## src/rtl/ahb_pkg.sv

```systemverilog
// Shared AHB-lite encodings and the error-handling FSM state type.
package ahb_pkg;

  localparam logic [1:0] HTRANS_IDLE   = 2'b00;
  localparam logic [1:0] HTRANS_NONSEQ = 2'b10;

  localparam logic [1:0] HSIZE_BYTE = 2'd0;
  localparam logic [1:0] HSIZE_HALF = 2'd1;
  localparam logic [1:0] HSIZE_WORD = 2'd2;

  localparam logic [2:0] HBURST_SINGLE = 3'b000;

  // OKAY: normal operation; ERR1: first cycle of a two-cycle ERROR response;
  // ERR2: one-cycle recovery after the erroring transfer has completed.
  typedef enum logic [1:0] {
    OKAY,
    ERR1,
    ERR2
  } fsm_state_e;

endpackage

```

## src/rtl/ahb_lane_align.sv

```systemverilog
// Byte-lane alignment for the 32-bit AHB data bus (purely combinational).
//   i_extract : 0 = write path (replicate), 1 = read path (extract + zero-extend)
//   i_size    : transfer size (byte/half/word; anything else passes data through)
//   i_addr_lo : address bits [1:0], selects the lane when extracting
//   i_data    : write data (right-justified) or raw hrdata
//   o_data    : replicated write data or extracted read data
module ahb_lane_align
  import ahb_pkg::*;
(
  input  logic        i_extract,
  input  logic [1:0]  i_size,
  input  logic [1:0]  i_addr_lo,
  input  logic [31:0] i_data,
  output logic [31:0] o_data
);

  logic [7:0]  w_byte;
  logic [15:0] w_half;

  always_comb begin
    // Replication always uses the low bits; extraction picks the addressed lane.
    w_byte = i_data[7:0];
    w_half = i_data[15:0];
    if (i_extract) begin
      case (i_addr_lo)
        2'd0:    w_byte = i_data[7:0];
        2'd1:    w_byte = i_data[15:8];
        2'd2:    w_byte = i_data[23:16];
        default: w_byte = i_data[31:24];
      endcase
      w_half = i_addr_lo[1] ? i_data[31:16] : i_data[15:0];
    end

    case (i_size)
      HSIZE_BYTE: o_data = i_extract ? {24'h0, w_byte} : {4{w_byte}};
      HSIZE_HALF: o_data = i_extract ? {16'h0, w_half} : {2{w_half}};
      HSIZE_WORD: o_data = i_data;
      default:    o_data = i_data;
    endcase
  end

endmodule

```

## src/rtl/ahb_lite_master.sv

```systemverilog
// AHB-lite single-transfer master with a pipelined command/response interface.
// Commands are issued as single NONSEQ transfers; one response pulse is returned
// per accepted command, in order, the cycle after its data phase completes.
//   clk, n_rst         : clock, asynchronous active-low reset
//   cmd_*              : command handshake (valid/ready) and transfer attributes
//   rsp_*              : one-cycle completion pulse with read data and error flag
//   h*                 : AHB-lite master signals (address phase outputs registered)
module ahb_lite_master
  import ahb_pkg::*;
(
  input  logic        clk,
  input  logic        n_rst,
  input  logic        cmd_valid,
  output logic        cmd_ready,
  input  logic        cmd_write,
  input  logic [6:0]  cmd_addr,
  input  logic [1:0]  cmd_size,
  input  logic [31:0] cmd_wdata,
  output logic        rsp_valid,
  output logic [31:0] rsp_rdata,
  output logic        rsp_error,
  output logic        hsel,
  output logic [6:0]  haddr,
  output logic [1:0]  htrans,
  output logic [1:0]  hsize,
  output logic        hwrite,
  output logic [2:0]  hburst,
  output logic [31:0] hwdata,
  input  logic [31:0] hrdata,
  input  logic        hready,
  input  logic        hresp
);

  fsm_state_e  r_state;
  // Address-phase registers
  logic [1:0]  r_htrans;
  logic [6:0]  r_haddr;
  logic [1:0]  r_hsize;
  logic        r_hwrite;
  logic [31:0] r_wdata;
  // Data-phase registers
  logic        r_dp_valid;
  logic        r_dp_write;
  logic [1:0]  r_dp_addr;
  logic [1:0]  r_dp_size;
  logic [31:0] r_hwdata;
  // Set when entering ERR1 with an address phase pending; that transfer owes an error response
  logic        r_cancel;
  // Response registers
  logic        r_rsp_valid;
  logic [31:0] r_rsp_rdata;
  logic        r_rsp_error;

  logic        w_in_err1;
  logic        w_addr_nonseq;
  logic        w_dp_done;
  logic        w_err_wait;
  logic        w_err_done;
  logic [31:0] w_wdata_rep;
  logic [31:0] w_rdata_ext;

  assign w_in_err1     = (r_state == ERR1);
  assign w_addr_nonseq = (r_htrans == HTRANS_NONSEQ);
  assign w_dp_done     = r_dp_valid && hready;
  // First cycle of an ERROR response (hready low) vs. a one-cycle ERROR (protocol violation)
  assign w_err_wait    = !w_in_err1 && r_dp_valid && hresp && !hready;
  assign w_err_done    = !w_in_err1 && r_dp_valid && hresp && hready;

  assign cmd_ready = n_rst && hready && !w_in_err1;

  assign hsel      = w_addr_nonseq;
  assign haddr     = r_haddr;
  assign htrans    = r_htrans;
  assign hsize     = r_hsize;
  assign hwrite    = r_hwrite;
  assign hburst    = HBURST_SINGLE;
  assign hwdata    = r_hwdata;
  assign rsp_valid = r_rsp_valid;
  assign rsp_rdata = r_rsp_rdata;
  assign rsp_error = r_rsp_error;

  ahb_lane_align u_wr_align (
    .i_extract (1'b0),
    .i_size    (r_hsize),
    .i_addr_lo (r_haddr[1:0]),
    .i_data    (r_wdata),
    .o_data    (w_wdata_rep)
  );

  ahb_lane_align u_rd_align (
    .i_extract (1'b1),
    .i_size    (r_dp_size),
    .i_addr_lo (r_dp_addr),
    .i_data    (hrdata),
    .o_data    (w_rdata_ext)
  );

  always_ff @(posedge clk or negedge n_rst) begin
    if (!n_rst) begin
      r_state     <= OKAY;
      r_htrans    <= HTRANS_IDLE;
      r_haddr     <= '0;
      r_hsize     <= '0;
      r_hwrite    <= 1'b0;
      r_wdata     <= '0;
      r_dp_valid  <= 1'b0;
      r_dp_write  <= 1'b0;
      r_dp_addr   <= '0;
      r_dp_size   <= '0;
      r_hwdata    <= '0;
      r_cancel    <= 1'b0;
      r_rsp_valid <= 1'b0;
      r_rsp_rdata <= '0;
      r_rsp_error <= 1'b0;
    end else begin
      // FSM
      case (r_state)
        ERR1: begin
          if (hready) r_state <= ERR2;
        end
        default: begin
          if (w_err_wait) begin
            r_state <= ERR1;
          end else if (w_err_done) begin
            r_state <= ERR2;
          end else begin
            r_state <= OKAY;
          end
        end
      endcase

      if (w_err_wait) begin
        r_cancel <= w_addr_nonseq;
      end else if (r_state == ERR2) begin
        r_cancel <= 1'b0;
      end

      // Response: data-phase completion, or the deferred error for a cancelled transfer
      r_rsp_valid <= 1'b0;
      r_rsp_error <= 1'b0;
      r_rsp_rdata <= '0;
      if (w_dp_done) begin
        r_rsp_valid <= 1'b1;
        if (hresp || w_in_err1) begin
          r_rsp_error <= 1'b1;
        end else if (!r_dp_write) begin
          r_rsp_rdata <= w_rdata_ext;
        end
      end else if ((r_state == ERR2) && r_cancel) begin
        r_rsp_valid <= 1'b1;
        r_rsp_error <= 1'b1;
      end

      // Pipeline: an ERROR's first cycle kills the pending address phase even though
      // hready is low; otherwise everything moves only on hready.
      if (w_err_wait) begin
        r_htrans <= HTRANS_IDLE;
      end else if (hready) begin
        r_dp_valid <= w_addr_nonseq;
        if (w_addr_nonseq) begin
          r_dp_write <= r_hwrite;
          r_dp_addr  <= r_haddr[1:0];
          r_dp_size  <= r_hsize;
          r_hwdata   <= w_wdata_rep;
        end
        if (!w_in_err1) begin
          if (cmd_valid) begin
            r_htrans <= HTRANS_NONSEQ;
            r_haddr  <= cmd_addr;
            r_hsize  <= cmd_size;
            r_hwrite <= cmd_write;
            r_wdata  <= cmd_wdata;
          end else begin
            r_htrans <= HTRANS_IDLE;
          end
        end
      end
    end
  end

endmodule

```

## config.mk

```make
export PLATFORM = sky130hd
export DESIGN_NAME = ahb_lite_master
export DESIGN_NICKNAME = d
export VERILOG_FILES = /design/src/rtl/ahb_pkg.sv /design/src/rtl/ahb_lane_align.sv /design/src/rtl/ahb_lite_master.sv
export SDC_FILE = /design/constraint.sdc
export NUM_CORES = 1
export LEC_CHECK = 0
export CAP_MARGIN = 5
export CORE_ASPECT_RATIO = 0.5
export CORE_MARGIN = 2
export CORE_UTILIZATION = 47
export CTS_CLUSTER_SIZE = 30
export DETAILED_ROUTE_END_ITERATION = 8
export PLACE_DENSITY = 0.8
export SLEW_MARGIN = 20
export SYNTH_ARGS = -nofsm -noshare
export SYNTH_HDL_FRONTEND = slang
export SYNTH_SLANG_ARGS = --single-unit
```

## constraint.sdc

```tcl
create_clock -name clk -period 1.7 [get_ports clk]
set_clock_uncertainty 0.1 [all_clocks]
set_input_delay 0.425 -clock clk [delete_from_list [all_inputs] [get_ports clk]]
set_output_delay 0.425 -clock clk [all_outputs]
set_load 0.005 [all_outputs]
```

# Word level (Yosys, flattened, before mapping)
# Cells that the tools add are included.
[word_totals]
reg_bits = 119
latch_bits = 0
ram_bits = 0
mem_bits_ro = 0
output_inout_bits = 83
elab_cells = 67
memories = 0
[classes]
n_addsub = 0
mul = 0
div_mod_pow = 0
magnitude_cmp = 0
eq_ne = 9
shifts = 0
n_mux = 21
n_bitwise = 2
n_reduce_logical = 20
[ops]
columns = ["op", "n"]
rows = [
  ["32-bit one-hot mux with 2 select lines", 2],
  ["32-bit two-way mux", 3],
  ["8-bit one-hot mux with 3 select lines", 1],
  ["16-bit two-way mux", 1],
  ["2-bit two-way mux", 8],
  ["2-bit by 1-bit equality test with 1-bit output (second input constant)", 4],
  ["1-bit logical AND", 8],
  ["2-bit equality test (second input constant)", 3],
  ["2-bit zero test", 3],
  ["1-bit two-way mux", 6],
  ["2-bit AND reduction", 2],
  ["4-bit AND reduction", 1],
  ["2-bit nonzero test", 2],
  ["3-bit AND reduction", 1],
  ["1-bit zero test", 2],
  ["2-bit by 1-bit inequality test with 1-bit output (second input constant)", 1],
  ["2-bit inequality test (second input constant)", 1],
  ["1-bit NOT", 2],
  ["1-bit logical OR", 1],
]

# Logic depth before layout (Yosys ltp)
[depth]
word_depth = 8
ltp_mapped = 6
depth_no_buf = 4

# Modules after synthesis
# Synthesis repeated with hierarchy kept, for this count alone.
[unflattened]
cells_unflattened = 516
hier_area_um2 = 6231.0
[by_module_without_submodules]
columns = ["module", "n_inst", "cells_each", "area_each_um2"]
rows = [
  ["ahb_lite_master", 1, 274, 4519.3],
  ["ahb_lane_align", 2, 121, 855.8],
]

# Worst setup path before layout
# OpenSTA, ideal clock, no wires.
[synth_timing]
path_type = "input to register"
startpoint = "input hready"
endpoint = "register r_hwdata[0], in the netlist hwdata[0]"
setup_ps = 125
arrival_time_ps = 1309
required_ps = 1475
slack_ps = 167
path_stages = 4
path_buffers = 2
path_cell_list = "buf_4 > nand2_1 > buf_2 > mux2_2"
[synth_via]
elab_chain_len = 4
[synth_lines]
columns = ["item", "line", "text"]
rows = [
  ["from (decl)", "ahb_lite_master.sv:30", "input logic hready,"],
  ["1-bit zero test", "ahb_lite_master.sv:66", "assign w_err_wait = !w_in_err1 && r_dp_valid && hresp && !hready;"],
  ["1-bit logical AND", "ahb_lite_master.sv:66", ""],
  ["1-bit NOT (no source line)", "n/a", ""],
  ["3-bit AND reduction (no source line) (*)", "n/a", ""],
  ["to (signal assigned)", "ahb_lite_master.sv:164", "r_hwdata <= w_wdata_rep;"],
  ["to (decl)", "ahb_lite_master.sv:46", "logic [31:0] r_hwdata;"],
]
# Mark *: on every way between the ends. The rest lies on a longest branch, timed or not.
# A chain may end at the register's enable or synchronous reset.

# Worst setup path after layout
[layout_timing]
startpoint = "register r_state[1]"
endpoint = "output cmd_ready"
[layout_via]
elab_chain_len = 3
[layout_lines]
columns = ["item", "line", "text"]
rows = [
  ["from (decl)", "ahb_lite_master.sv:34", "fsm_state_e r_state;"],
  ["from (signal assigned)", "ahb_lite_master.sv:100", "r_state <= OKAY;"],
  ["from (signal assigned)", "ahb_lite_master.sv:119", "if (hready) r_state <= ERR2;"],
  ["from (signal assigned)", "ahb_lite_master.sv:123", "r_state <= ERR1;"],
  ["2-bit by 1-bit equality test with 1-bit output", "ahb_lite_master.sv:62", "assign w_in_err1 = (r_state == ERR1);"],
  ["1-bit zero test", "n/a", ""],
  ["1-bit logical AND", "ahb_lite_master.sv:69", "assign cmd_ready = n_rst && hready && !w_in_err1;"],
  ["to (decl)", "ahb_lite_master.sv:14", "output logic cmd_ready,"],
]
# No other way between the ends.

==> out/results.ini <==
[run_status]
status = complete, but fails checks
failed_checks = setup timing

[logic_synthesis]
synth_top_area_share = 0.5632
synth.avg_cell_area_um2 = 12.57
synth_async_sr_flop_share = 1.000
yosysTopAreaCell = dfrtp_1
synth.most_common_cell = dfrtp_1
synthDistinctLibCells = 35
synth_area_mm2 = 0.005243
synthTopCellsByArea = dfrtp_1 56%, mux2_4 11%, mux2_2 4.9%
synth_cells = 417
yosysSeqAreaShare = 0.5632
synth_edf_count = 0
ys_seq_elements = 118
yosysWarningCount = 0
synth_ff_type = dfrtp_1
yosys-top-cells-count = 118 x dfrtp_1, 39 x mux2_4, 38 x nand2_1, 25 x mux2i_1, 24 x o21ai_0

[finish]
nFillCells = 816
drive_gt1_frac = 0.2488
finalNetCount = 692
syn_to_final_growth_pct = 47.64
stdcell_area_mm2 = 0.007740
antennaDiodeCount = 0

[timing]
final_hold_viol_count = 0
slew_violations = 0
fin_crit_ns = 1.739
fmax_mhz = 575.1
fin_crit_sh = 1.023
fin_ws_ns = -0.03898
timing.slew.headroom = 0.4353
rsz0062_at_grt = true
finalSetupViolCount = 1
worstMarginPinSlew_ns = 0.8471

[die]
start_util = 0.4790
die_area_mm2 = 0.01207
coreArea_mm2 = 0.01095
fp-row-count = 27
io_pins = 162
die_y_um = 78.68
die_w_um = 153.4

[setup_path]
start_kind = flop
critPathMaxFanout = 2
worstPathRequired_ns = 1.17
crit_type = flop to primary output
critPathCaptureType = primary output
cp_data_arrival_time_ns = 1.21
critPathMaxStageDelay_ns = 0.38
path_cells = nand2b_4 -> and3_4 -> buf_6
crit_slowest_cell = dfrtp_1

[power]
switching_share = 0.2884
pwr-share-seq = 0.383
internal-power_mw = 7.114
p_switching_mw = 2.884
vdd_drop_max_v = 0.0008277
clockPowerShare = 0.323
comb_power_share = 0.294
powerDensity_mw_per_mm2 = 1292
p_leak_nw = 3.927

[placed_design]
place_ws_ns = -0.4085
placement.cell_area_mm2 = 0.007141
io_buffers = 157
dpl.hpwl_um = 9433
gp_congestion = 0.7566

[global_routing]
grt_util_all_layers = 0.2305
grt_pass1_vias = 4150
gr-total-overflow = 0
grt_max_degree = 68
antenna_found_initial = 0
grt_first_pass_wirelength_um = 21540

[clock_tree]
cts_tree = yes
cts.path.max_buffers = 2
clockRootBuffer = clkbuf_16
hold_buffers = 0
h-tree-depth = 4
cts.clk_slew.worst_paths_ns = 0.05
clkSinkCount = 118
clk_latency_ns = 0.41
numCtsBuffers = 17

[detailed_routing]
firstDrtPassIters = 4
wirelength_um = 13440
drtAntennaViolNets = 0
dr.first_iter.drc_count = 221
drc = 0
wl_per_cell_um = 17.50
vias_per_cell = 5.156
vias = 3960

[flow_run]
cap_violations = 0

[worst_hold_path]
hold_class = input pin to asynchronous set/reset pin

layer usage:
metal  share of wire  GRT usage
met5               0          0
met4           0.012    0.07982
met3           0.047    0.04804
met2            0.50     0.4103
met1            0.44     0.2830
critical path, delay by kind of cell (launching register included):
family / cells / cell delay, ns
flip-flops: 1 / 0.38
AND/OR/NAND/NOR: 2 / 0.32
buffers and inverters: 1 / 0.11
registers in the layout (all words and copies together) (netlist names), 2 cells and up:
signal	flops
r_state	2
rsp_rdata	32
haddr	7
hwdata	32
r_wdata	32
hsize	2
r_dp_size	2
r_dp_addr	2
cells by family after synthesis:
kind of cell	count (synthesis)	synth area share
DFF	118	0.5632
and+or+nand+nor	91	0.08807
muxes	87	0.2088
AOI/OAI and AO/OA	78	0.09618
buffers and inverters	42	0.04296
other	1	0.0007153
repair_timing:
item,CTS,global route
pin swaps,1,1
resized for setup,87,7
cloned,0,1
endpoints found under the setup margin,79,9
buffers inserted,8,6
power groups by stage:
| stage | sequential, mW | clock (mW) | combinational (mW) |
|---|---|---|---|
| 2_1_floorplan | 3.79 | 0 | 1.61 |
| 3_3_place_gp | 3.86 | 0 | 3.00 |
| 3_5_place_dp | 3.89 | 0 | 3.09 |
| 4_1_cts | 3.83 | 3.27 | 2.94 |
| 5_1_grt | 3.90 | 3.40 | 3.19 |
| 6_report | 3.83 | 3.23 | 2.94 |
placed cells by master, fill, tap and decap left out, types with 2 or more instances in the layout:
master,synthesis,layout
buf_12,0,5
dfrtp_1,118,117
nand3b_1,4,4
conb_1,1,4
nand2_2,1,3
nor2_1,20,19
a21oi_1,14,14
a22o_1,6,6
dlygate4sd2_1,0,77
nor2b_1,4,4
a22oi_1,7,7
buf_4,6,43
mux2_2,23,23
inv_1,9,9
clkbuf_16,0,18
mux2_4,39,39
o21ai_1,3,3
o21ai_0,24,24
a221oi_1,6,6
nand2_1,38,36
o22ai_1,6,6
mux2i_1,25,25
o21a_1,7,7
clkinv_2,0,4
and3_1,17,16
clkbuf_8,0,6
clkbuf_1,11,2
buf_6,4,3
clkdlybuf4s50_1,0,76
worst paths after layout:
kind,startpoint,end,slack [ns],cells after the start
min reg2reg,hwdata[31],hwdata[31],0.37,2
max reg2reg,r_state[1],rsp_rdata[21],0.06,8
min in group clk,hready,r_dp_valid,0.31,3
min,n_rst,r_wdata[11],0.14,3
max in group asynchronous,n_rst,hsize[1],0.68,3
max,r_state[1],cmd_ready,-0.04,3
area by class of cell:
type,instances,area [µm²],area share
clock inverters,4,20.02,0.002586
well taps,145,181.4,0.02344
flip-flops and latches,118,2954,0.3817
repair buffers,207,1934,0.2499
inverters,9,33.78,0.004365
clock buffers,25,515.5,0.06660
multi-input cells,260,2101,0.2714
stage by stage:
| stage | power, mW | hold WS, ns | util | cells | TNS (ns) |
|---|---|---|---|---|---|
| 6_report | 9.997 | 0.1434 | 0.7071 | 768 | -0.03898 |
| 3_5_place_dp | 6.980 | 0.3696 | 0.6524 | 724 | -21.78 |
| 3_3_place_gp | 6.859 | 0.3616 | 0.6524 | 724 | -19.41 |
| 4_1_cts | 10.03 | 0.1774 | 0.6994 | 761 | -0.05813 |
| 5_1_grt | 10.50 | 0.2238 | 0.7071 | 768 | -0.06733 |
| 2_1_floorplan | 5.399 | 0.02941 | - | 420 | 0 |
(Power assumes the default switching activity.)
